File: src/rtl/hold_repeat_ctrl_pkg.sv
// Shared encodings and default timing constants for the hold-to-repeat controller.
// Tick constants assume a 10 ms tick.
package hold_repeat_ctrl_pkg;

    typedef enum logic [1:0] {
        ST_IDLE    = 2'd0,
        ST_INITIAL = 2'd1,
        ST_REPEAT  = 2'd2,
        ST_FAST    = 2'd3
    } state_t;

    typedef enum logic [1:0] {
        OWN_NONE = 2'd0,
        OWN_SEC  = 2'd1,
        OWN_MIN  = 2'd2
    } owner_t;

    localparam int DEF_INITIAL_DELAY_TICKS = 50;
    localparam int DEF_REPEAT_TICKS        = 20;
    localparam int DEF_FAST_AFTER          = 10;
    localparam int DEF_FAST_TICKS          = 5;
    localparam int DEF_CTR_WIDTH           = 8;

    // Level of the request belonging to the current owner; no owner means no request.
    function automatic logic owner_request(input owner_t owner, input logic sec, input logic min);
        case (owner)
            OWN_SEC: return sec;
            OWN_MIN: return min;
            default: return 1'b0;
        endcase
    endfunction

endpackage

File: src/rtl/hold_repeat_ctrl_if.sv
// Button-request / increment-pulse bundle between the debouncers, the
// hold-repeat controller and the cooktime counters.
interface hold_repeat_ctrl_if;

    logic tick;
    logic enable;
    logic seconds_req;
    logic minutes_req;
    logic inc_seconds;
    logic inc_minutes;
    logic busy;
    logic fast_mode;

    modport master (
        output tick, enable, seconds_req, minutes_req,
        input  inc_seconds, inc_minutes, busy, fast_mode
    );

    modport slave (
        input  tick, enable, seconds_req, minutes_req,
        output inc_seconds, inc_minutes, busy, fast_mode
    );

endinterface

File: src/rtl/hold_repeat_ctrl_repeat_timer.sv
// Tick-gated period counter: strobes expire on the tick that completes a period
// and restarts from zero; clear holds it at zero.
module repeat_timer #(
    parameter int CTR_WIDTH = 8
) (
    input  logic                 clk,
    input  logic                 reset,
    input  logic                 tick,
    input  logic                 clear,
    input  logic [CTR_WIDTH-1:0] period,
    output logic                 expire
);

    localparam logic [CTR_WIDTH-1:0] ONE = CTR_WIDTH'(1);

    logic [CTR_WIDTH-1:0] count;

    assign expire = tick && (count == (period - ONE));

    always_ff @(posedge clk or posedge reset) begin
        if (reset) begin
            count <= '0;
        end else if (clear) begin
            count <= '0;
        end else if (tick) begin
            count <= expire ? '0 : (count + ONE);
        end
    end

endmodule

File: src/rtl/hold_repeat_ctrl.sv
// Hold-to-repeat arbiter for the minutes/seconds buttons: one immediate increment
// per press, then delayed slow auto-repeat, then fast auto-repeat, sharing one timer.
module hold_repeat_ctrl
    import hold_repeat_ctrl_pkg::*;
#(
    parameter int INITIAL_DELAY_TICKS = DEF_INITIAL_DELAY_TICKS,
    parameter int REPEAT_TICKS        = DEF_REPEAT_TICKS,
    parameter int FAST_AFTER          = DEF_FAST_AFTER,
    parameter int FAST_TICKS          = DEF_FAST_TICKS,
    parameter int CTR_WIDTH           = DEF_CTR_WIDTH
) (
    input  logic               clk,
    input  logic               reset,
    hold_repeat_ctrl_if.slave  bus
);

    localparam logic [CTR_WIDTH-1:0] P_INITIAL = CTR_WIDTH'(INITIAL_DELAY_TICKS);
    localparam logic [CTR_WIDTH-1:0] P_REPEAT  = CTR_WIDTH'(REPEAT_TICKS);
    localparam logic [CTR_WIDTH-1:0] P_FAST    = CTR_WIDTH'(FAST_TICKS);
    localparam logic [CTR_WIDTH-1:0] FAST_LIM  = CTR_WIDTH'(FAST_AFTER);
    localparam logic [CTR_WIDTH-1:0] ONE       = CTR_WIDTH'(1);

    state_t               state, state_n;
    owner_t               owner, owner_n;
    logic [CTR_WIDTH-1:0] rep_ctr, rep_n, rep_inc, period;
    logic                 owner_level, abort, expire, fire, timer_clear;
    logic                 inc_sec_q, inc_min_q, busy_q, fast_q;
    logic                 inc_sec_n, inc_min_n, busy_n, fast_n;

    always_comb begin
        case (state)
            ST_REPEAT: period = P_REPEAT;
            ST_FAST:   period = P_FAST;
            default:   period = P_INITIAL;
        endcase
    end

    repeat_timer #(
        .CTR_WIDTH (CTR_WIDTH)
    ) u_timer (
        .clk    (clk),
        .reset  (reset),
        .tick   (bus.tick),
        .clear  (timer_clear),
        .period (period),
        .expire (expire)
    );

    assign owner_level = owner_request(owner, bus.seconds_req, bus.minutes_req);
    assign abort       = (state != ST_IDLE) && (!bus.enable || !owner_level);
    assign rep_inc     = rep_ctr + ONE;

    always_ff @(posedge clk or posedge reset) begin
        if (reset) begin
            state     <= ST_IDLE;
            owner     <= OWN_NONE;
            rep_ctr   <= '0;
            inc_sec_q <= 1'b0;
            inc_min_q <= 1'b0;
            busy_q    <= 1'b0;
            fast_q    <= 1'b0;
        end else begin
            state     <= state_n;
            owner     <= owner_n;
            rep_ctr   <= rep_n;
            inc_sec_q <= inc_sec_n;
            inc_min_q <= inc_min_n;
            busy_q    <= busy_n;
            fast_q    <= fast_n;
        end
    end

    // Abort outranks a same-cycle expiry; the timer is held clear in IDLE so a
    // tick coinciding with the grant is never counted.
    always_comb begin
        state_n     = state;
        owner_n     = owner;
        rep_n       = rep_ctr;
        fire        = 1'b0;
        timer_clear = 1'b0;
        case (state)
            ST_IDLE: begin
                timer_clear = 1'b1;
                rep_n       = '0;
                owner_n     = OWN_NONE;
                if (bus.enable && (bus.seconds_req || bus.minutes_req)) begin
                    owner_n = bus.seconds_req ? OWN_SEC : OWN_MIN;
                    state_n = ST_INITIAL;
                    fire    = 1'b1;
                end
            end
            default: begin
                if (abort) begin
                    state_n     = ST_IDLE;
                    owner_n     = OWN_NONE;
                    rep_n       = '0;
                    timer_clear = 1'b1;
                end else if (expire) begin
                    fire = 1'b1;
                    case (state)
                        ST_INITIAL: begin
                            state_n = ST_REPEAT;
                            rep_n   = '0;
                        end
                        ST_REPEAT: begin
                            rep_n = rep_inc;
                            if (rep_inc == FAST_LIM) begin
                                state_n = ST_FAST;
                            end
                        end
                        default: rep_n = rep_ctr;
                    endcase
                end
            end
        endcase
    end

    always_comb begin
        inc_sec_n = fire && (owner_n == OWN_SEC);
        inc_min_n = fire && (owner_n == OWN_MIN);
        busy_n    = (state_n != ST_IDLE);
        fast_n    = (state_n == ST_FAST);
    end

    assign bus.inc_seconds = inc_sec_q;
    assign bus.inc_minutes = inc_min_q;
    assign bus.busy        = busy_q;
    assign bus.fast_mode   = fast_q;

endmodule

File: src/flat_wrapper.sv
// flat-port wrapper written by rule: the top's interface ports become plain ports
module hold_repeat_ctrl_flat import hold_repeat_ctrl_pkg::*;
#(
    parameter int INITIAL_DELAY_TICKS = DEF_INITIAL_DELAY_TICKS,
    parameter int REPEAT_TICKS        = DEF_REPEAT_TICKS,
    parameter int FAST_AFTER          = DEF_FAST_AFTER,
    parameter int FAST_TICKS          = DEF_FAST_TICKS,
    parameter int CTR_WIDTH           = DEF_CTR_WIDTH
)
  (clk, reset, bus_tick, bus_enable, bus_seconds_req, bus_minutes_req, bus_inc_seconds, bus_inc_minutes, bus_busy, bus_fast_mode);
  hold_repeat_ctrl_if bus_i ();
  input  logic clk;
  input  logic reset;
  input wire logic [$bits(bus_i.tick)-1:0] bus_tick;
  input wire logic [$bits(bus_i.enable)-1:0] bus_enable;
  input wire logic [$bits(bus_i.seconds_req)-1:0] bus_seconds_req;
  input wire logic [$bits(bus_i.minutes_req)-1:0] bus_minutes_req;
  output wire logic [$bits(bus_i.inc_seconds)-1:0] bus_inc_seconds;
  output wire logic [$bits(bus_i.inc_minutes)-1:0] bus_inc_minutes;
  output wire logic [$bits(bus_i.busy)-1:0] bus_busy;
  output wire logic [$bits(bus_i.fast_mode)-1:0] bus_fast_mode;
  assign bus_i.tick = bus_tick;
  assign bus_i.enable = bus_enable;
  assign bus_i.seconds_req = bus_seconds_req;
  assign bus_i.minutes_req = bus_minutes_req;
  assign bus_inc_seconds = bus_i.inc_seconds;
  assign bus_inc_minutes = bus_i.inc_minutes;
  assign bus_busy = bus_i.busy;
  assign bus_fast_mode = bus_i.fast_mode;
  hold_repeat_ctrl #(.INITIAL_DELAY_TICKS(INITIAL_DELAY_TICKS), .REPEAT_TICKS(REPEAT_TICKS), .FAST_AFTER(FAST_AFTER), .FAST_TICKS(FAST_TICKS), .CTR_WIDTH(CTR_WIDTH)) u_core (.clk(clk), .reset(reset), .bus(bus_i));
endmodule
File: config.mk
export PLATFORM = sky130hd
export DESIGN_NAME = hold_repeat_ctrl_flat
export DESIGN_NICKNAME = d
export VERILOG_FILES = /design/src/rtl/hold_repeat_ctrl_pkg.sv /design/src/rtl/hold_repeat_ctrl_if.sv /design/src/rtl/hold_repeat_ctrl_repeat_timer.sv /design/src/rtl/hold_repeat_ctrl.sv /design/src/flat_wrapper.sv
export SDC_FILE = /design/constraint.sdc
export NUM_CORES = 1
export LEC_CHECK = 0
export BUFFER_PORTS_ARGS = -buffer_cell sky130_fd_sc_hd__buf_2
export CORE_MARGIN = 2
export CORE_UTILIZATION = 55
export CTS_BUF_LIST = sky130_fd_sc_hd__clkbuf_2
export DETAILED_ROUTE_END_ITERATION = 6
export PLACE_DENSITY = 0.74
export SYNTH_ARGS = -nofsm -noshare
export SYNTH_HDL_FRONTEND = slang
export SYNTH_SLANG_ARGS = --single-unit
File: constraint.sdc
create_clock -name clk -period 3.1 [get_ports clk]
set_input_delay 0.155 -clock clk [delete_from_list [all_inputs] [get_ports clk]]
set_output_delay 0.155 -clock clk [all_outputs]
set_load 0.05 [all_outputs]
==> flow_summary.ini <==
[power_and_ir_drop]
power_density_nw_per_um2 = 430
seqPwrFrac_pct = 51.7
power_leakage_nw = 0.678
pwr-share-clk_pct = 17.5
p_comb_share_pct = 30.8
p_sw_share_pct = 36.8
intPower_w = 0.000423
p_sw_w = 0.000247
vdd_drop_max_mv = 0.449

[sta]
setup_viol = 0
final.setup_skew_ns = 0.0139
relSlewSlack_pct = 39.5
worst_slew_pin_slew_ns = 0.907
fmax_mhz = 401
rsz0062_at_grt = no
period_minus_slack_ns = 2.49
fin_ws_ns = 0.605
hold_viol_final = 24
fin_crit_sh_pct = 80.5
tns_ns = 0
hold_ws_ns = -0.0399
slew_violations = 0

[routing]
wl_per_cell_um = 14.7
drc_errors = 0
ant_nets = 0
via_count = 1206
wl_mm = 2.83
drt-initial-drc-count = 33
viasPerCell = 6.25
first_pass_iters = 4

[clock_tree]
cts.repair.resized = 0
worstSkewPairLatency_ns = 0.34
cts-root-buf = clkbuf_2
clock-sinks = 24
hold_buffers = 0
cts_setup_buffers = 0
numCtsBuffers = 3
cts_tree = built
clockBufferDepth = 2
htreeDepth = 1
clkTransAtPathRegs_ns = 0.22

[floorplanning]
ioPinCount = 10
initial_utilization_pct = 58.9
die_x_um = 56.0
die_h_um = 56.0
core_um2 = 2520
dieArea_um2 = 3130
rows = 18

[grt]
grt_first_pass_wirelength_mm = 4.95
grt.total_usage_pct = 19.8
antenna_found_initial = 0
first_global_vias = 1122
grt_max_degree = 25
overflow = 0

[cells_and_area]
mostFrequentLayoutCell = dfrtp_1
drive_gt1_share_pct = 13.5
layoutNonFillerInstCount = 193
fillers = 206
area_growth_pct = 4.71
mostFrequentLayoutCells = dfrtp_1, nand2_1, ha_1, nor2_1
fin_nets = 182
antenna_cells = 0

[placed_design]
place_hpwl_mm = 2.12
place_ws_ns = 0.678
portBuffers = 9
gp_congestion = 0.920
numPlacedInstances = 190

[worst_setup_path]
arrival_ns = 2.76
cp_max_fo = 11
worstSetupPathType = flop to flop
cp-start-kind = flop
critPathRequiredTime_ns = 3.37
end_kind = flop

[synthesis]
async_reset_ff_share_pct = 100
ys_ff_latch = 24
syn_inst = 155
avgSynthCellArea_um2 = 9.59
synth_cell_types = 46
synth_edf_count = 0
synth-main-ff-cell = dfrtp_1
ys_seq_area_share_pct = 40.4
yosys_warnings = 0
synth.net_count = 172
synth_area_um2 = 1490

[run]
max_cap_viol_count = 0

[status]
violations = negative hold slack
status = finished with violations

[min_path]
hold_class = input port to asynchronous set/reset pin
## synthesized netlist by cell type, types with 2 or more instances
master | n | area share [%]
nor2_1 | 10 | 2.5
o21ai_1 | 3 | 1.0
xor2_1 | 6 | 3.5
o2111ai_1 | 3 | 1.8
a21oi_1 | 9 | 3.0
or3_1 | 3 | 1.3
a31oi_1 | 2 | 0.84
nand2_1 | 15 | 3.8
or2_1 | 2 | 0.84
o31ai_1 | 5 | 2.5
nor2b_1 | 2 | 0.84
and2_1 | 5 | 2.1
nor3b_1 | 3 | 1.5
inv_1 | 9 | 2.3
dfrtp_1 | 24 | 40
o22ai_1 | 2 | 0.84
o21ai_0 | 9 | 3.0
and3_1 | 2 | 0.84
nor3_1 | 2 | 0.67
ha_1 | 11 | 9.3
nand3_1 | 3 | 1.0
## metal layers
layer / share of wire, % / track usage, %
met2: 46 / 30.4
met3: 5.0 / 2.79
met5: 0 / 0
met1: 48 / 27.5
met4: 1.6 / 9.18
## sequential cells by signal, indices dropped and copies added (netlist names)
register,count
u_core.u_timer.count,8
u_core.bus.inc_seconds,1
u_core.bus.inc_minutes,1
u_core.bus.fast_mode,1
u_core.bus.busy,1
u_core.state,2
u_core.rep_ctr,8
u_core.owner,2
## through the flow
| step | total power [W] | util [%] | area, um^2 |
|---|---|---|---|
| 2_1_floorplan | 0.000514 | - | 1490 |
| 3_3_place_gp | 0.000549 | 61.1 | 1540 |
| 3_5_place_dp | 0.000558 | 61.1 | 1540 |
| 4_1_cts | 0.000673 | 61.7 | 1560 |
| 5_1_grt | 0.000707 | 61.7 | 1560 |
| 6_report | 0.000670 | 61.7 | 1560 |
## critical path, stage by stage, from the launching register on
cell     delay [ns]
dfrtp_1        0.48
inv_1          0.15
ha_1           0.31
xor2_1         0.19
a21oi_1        0.22
o21ai_1        0.13
a21oi_1        0.62
o21ai_0        0.22
o31ai_1        0.12
## kinds of logic after synthesis
kind of cell    count (synthesis)  synth area share [%]
simple gates                   57                  21.5
compound gates                 42                  19.9
flops                          24                  40.4
buf+inv                        13                  4.12
fa+ha+maj                      11                  9.26
xor+xnor                        7                  4.12
mux                             1                 0.758
## worst paths after layout
path / start / endpoint / depth (start not counted) / slack [ns]
min: reset / u_core.u_timer.count[3]$_DFFE_PP0P_ / 2 / -0.04
min in group clk: bus_seconds_req / u_core.owner[1]$_DFF_PP0_ / 2 / 0.07
max in group asynchronous: reset / u_core.state[0]$_DFF_PP0_ / 2 / 2.58
min reg2reg: u_core.rep_ctr[5]$_DFFE_PP0P_ / u_core.rep_ctr[5]$_DFFE_PP0P_ / 2 / 0.59
max: u_core.state[0]$_DFF_PP0_ / u_core.rep_ctr[3]$_DFFE_PP0P_ / 8 / 0.61
max reg2reg: u_core.state[0]$_DFF_PP0_ / u_core.rep_ctr[3]$_DFFE_PP0P_ / 8 / 0.61
## power groups by stage
stage / Sequential, W / Combinational (W) / Clock, W
2_1_floorplan: 0.000378 / 0.000135 / 0
3_3_place_gp: 0.000350 / 0.000199 / 0
4_1_cts: 0.000346 / 0.000207 / 0.000120
3_5_place_dp: 0.000352 / 0.000206 / 0
5_1_grt: 0.000349 / 0.000229 / 0.000129
6_report: 0.000346 / 0.000206 / 0.000118
## final cells by class
| type | instances | area (um^2) | area share, % |
|---|---|---|---|
| Multi-Input combinational cell | 118 | 825 | 53.0 |
| Sequential cell | 24 | 601 | 38.6 |
| Timing Repair Buffer | 9 | 45.0 | 2.89 |
| Tap cell | 30 | 37.5 | 2.41 |
| Inverter | 9 | 33.8 | 2.17 |
| Clock buffer | 3 | 15.0 | 0.965 |
(Power assumes the default switching activity.)
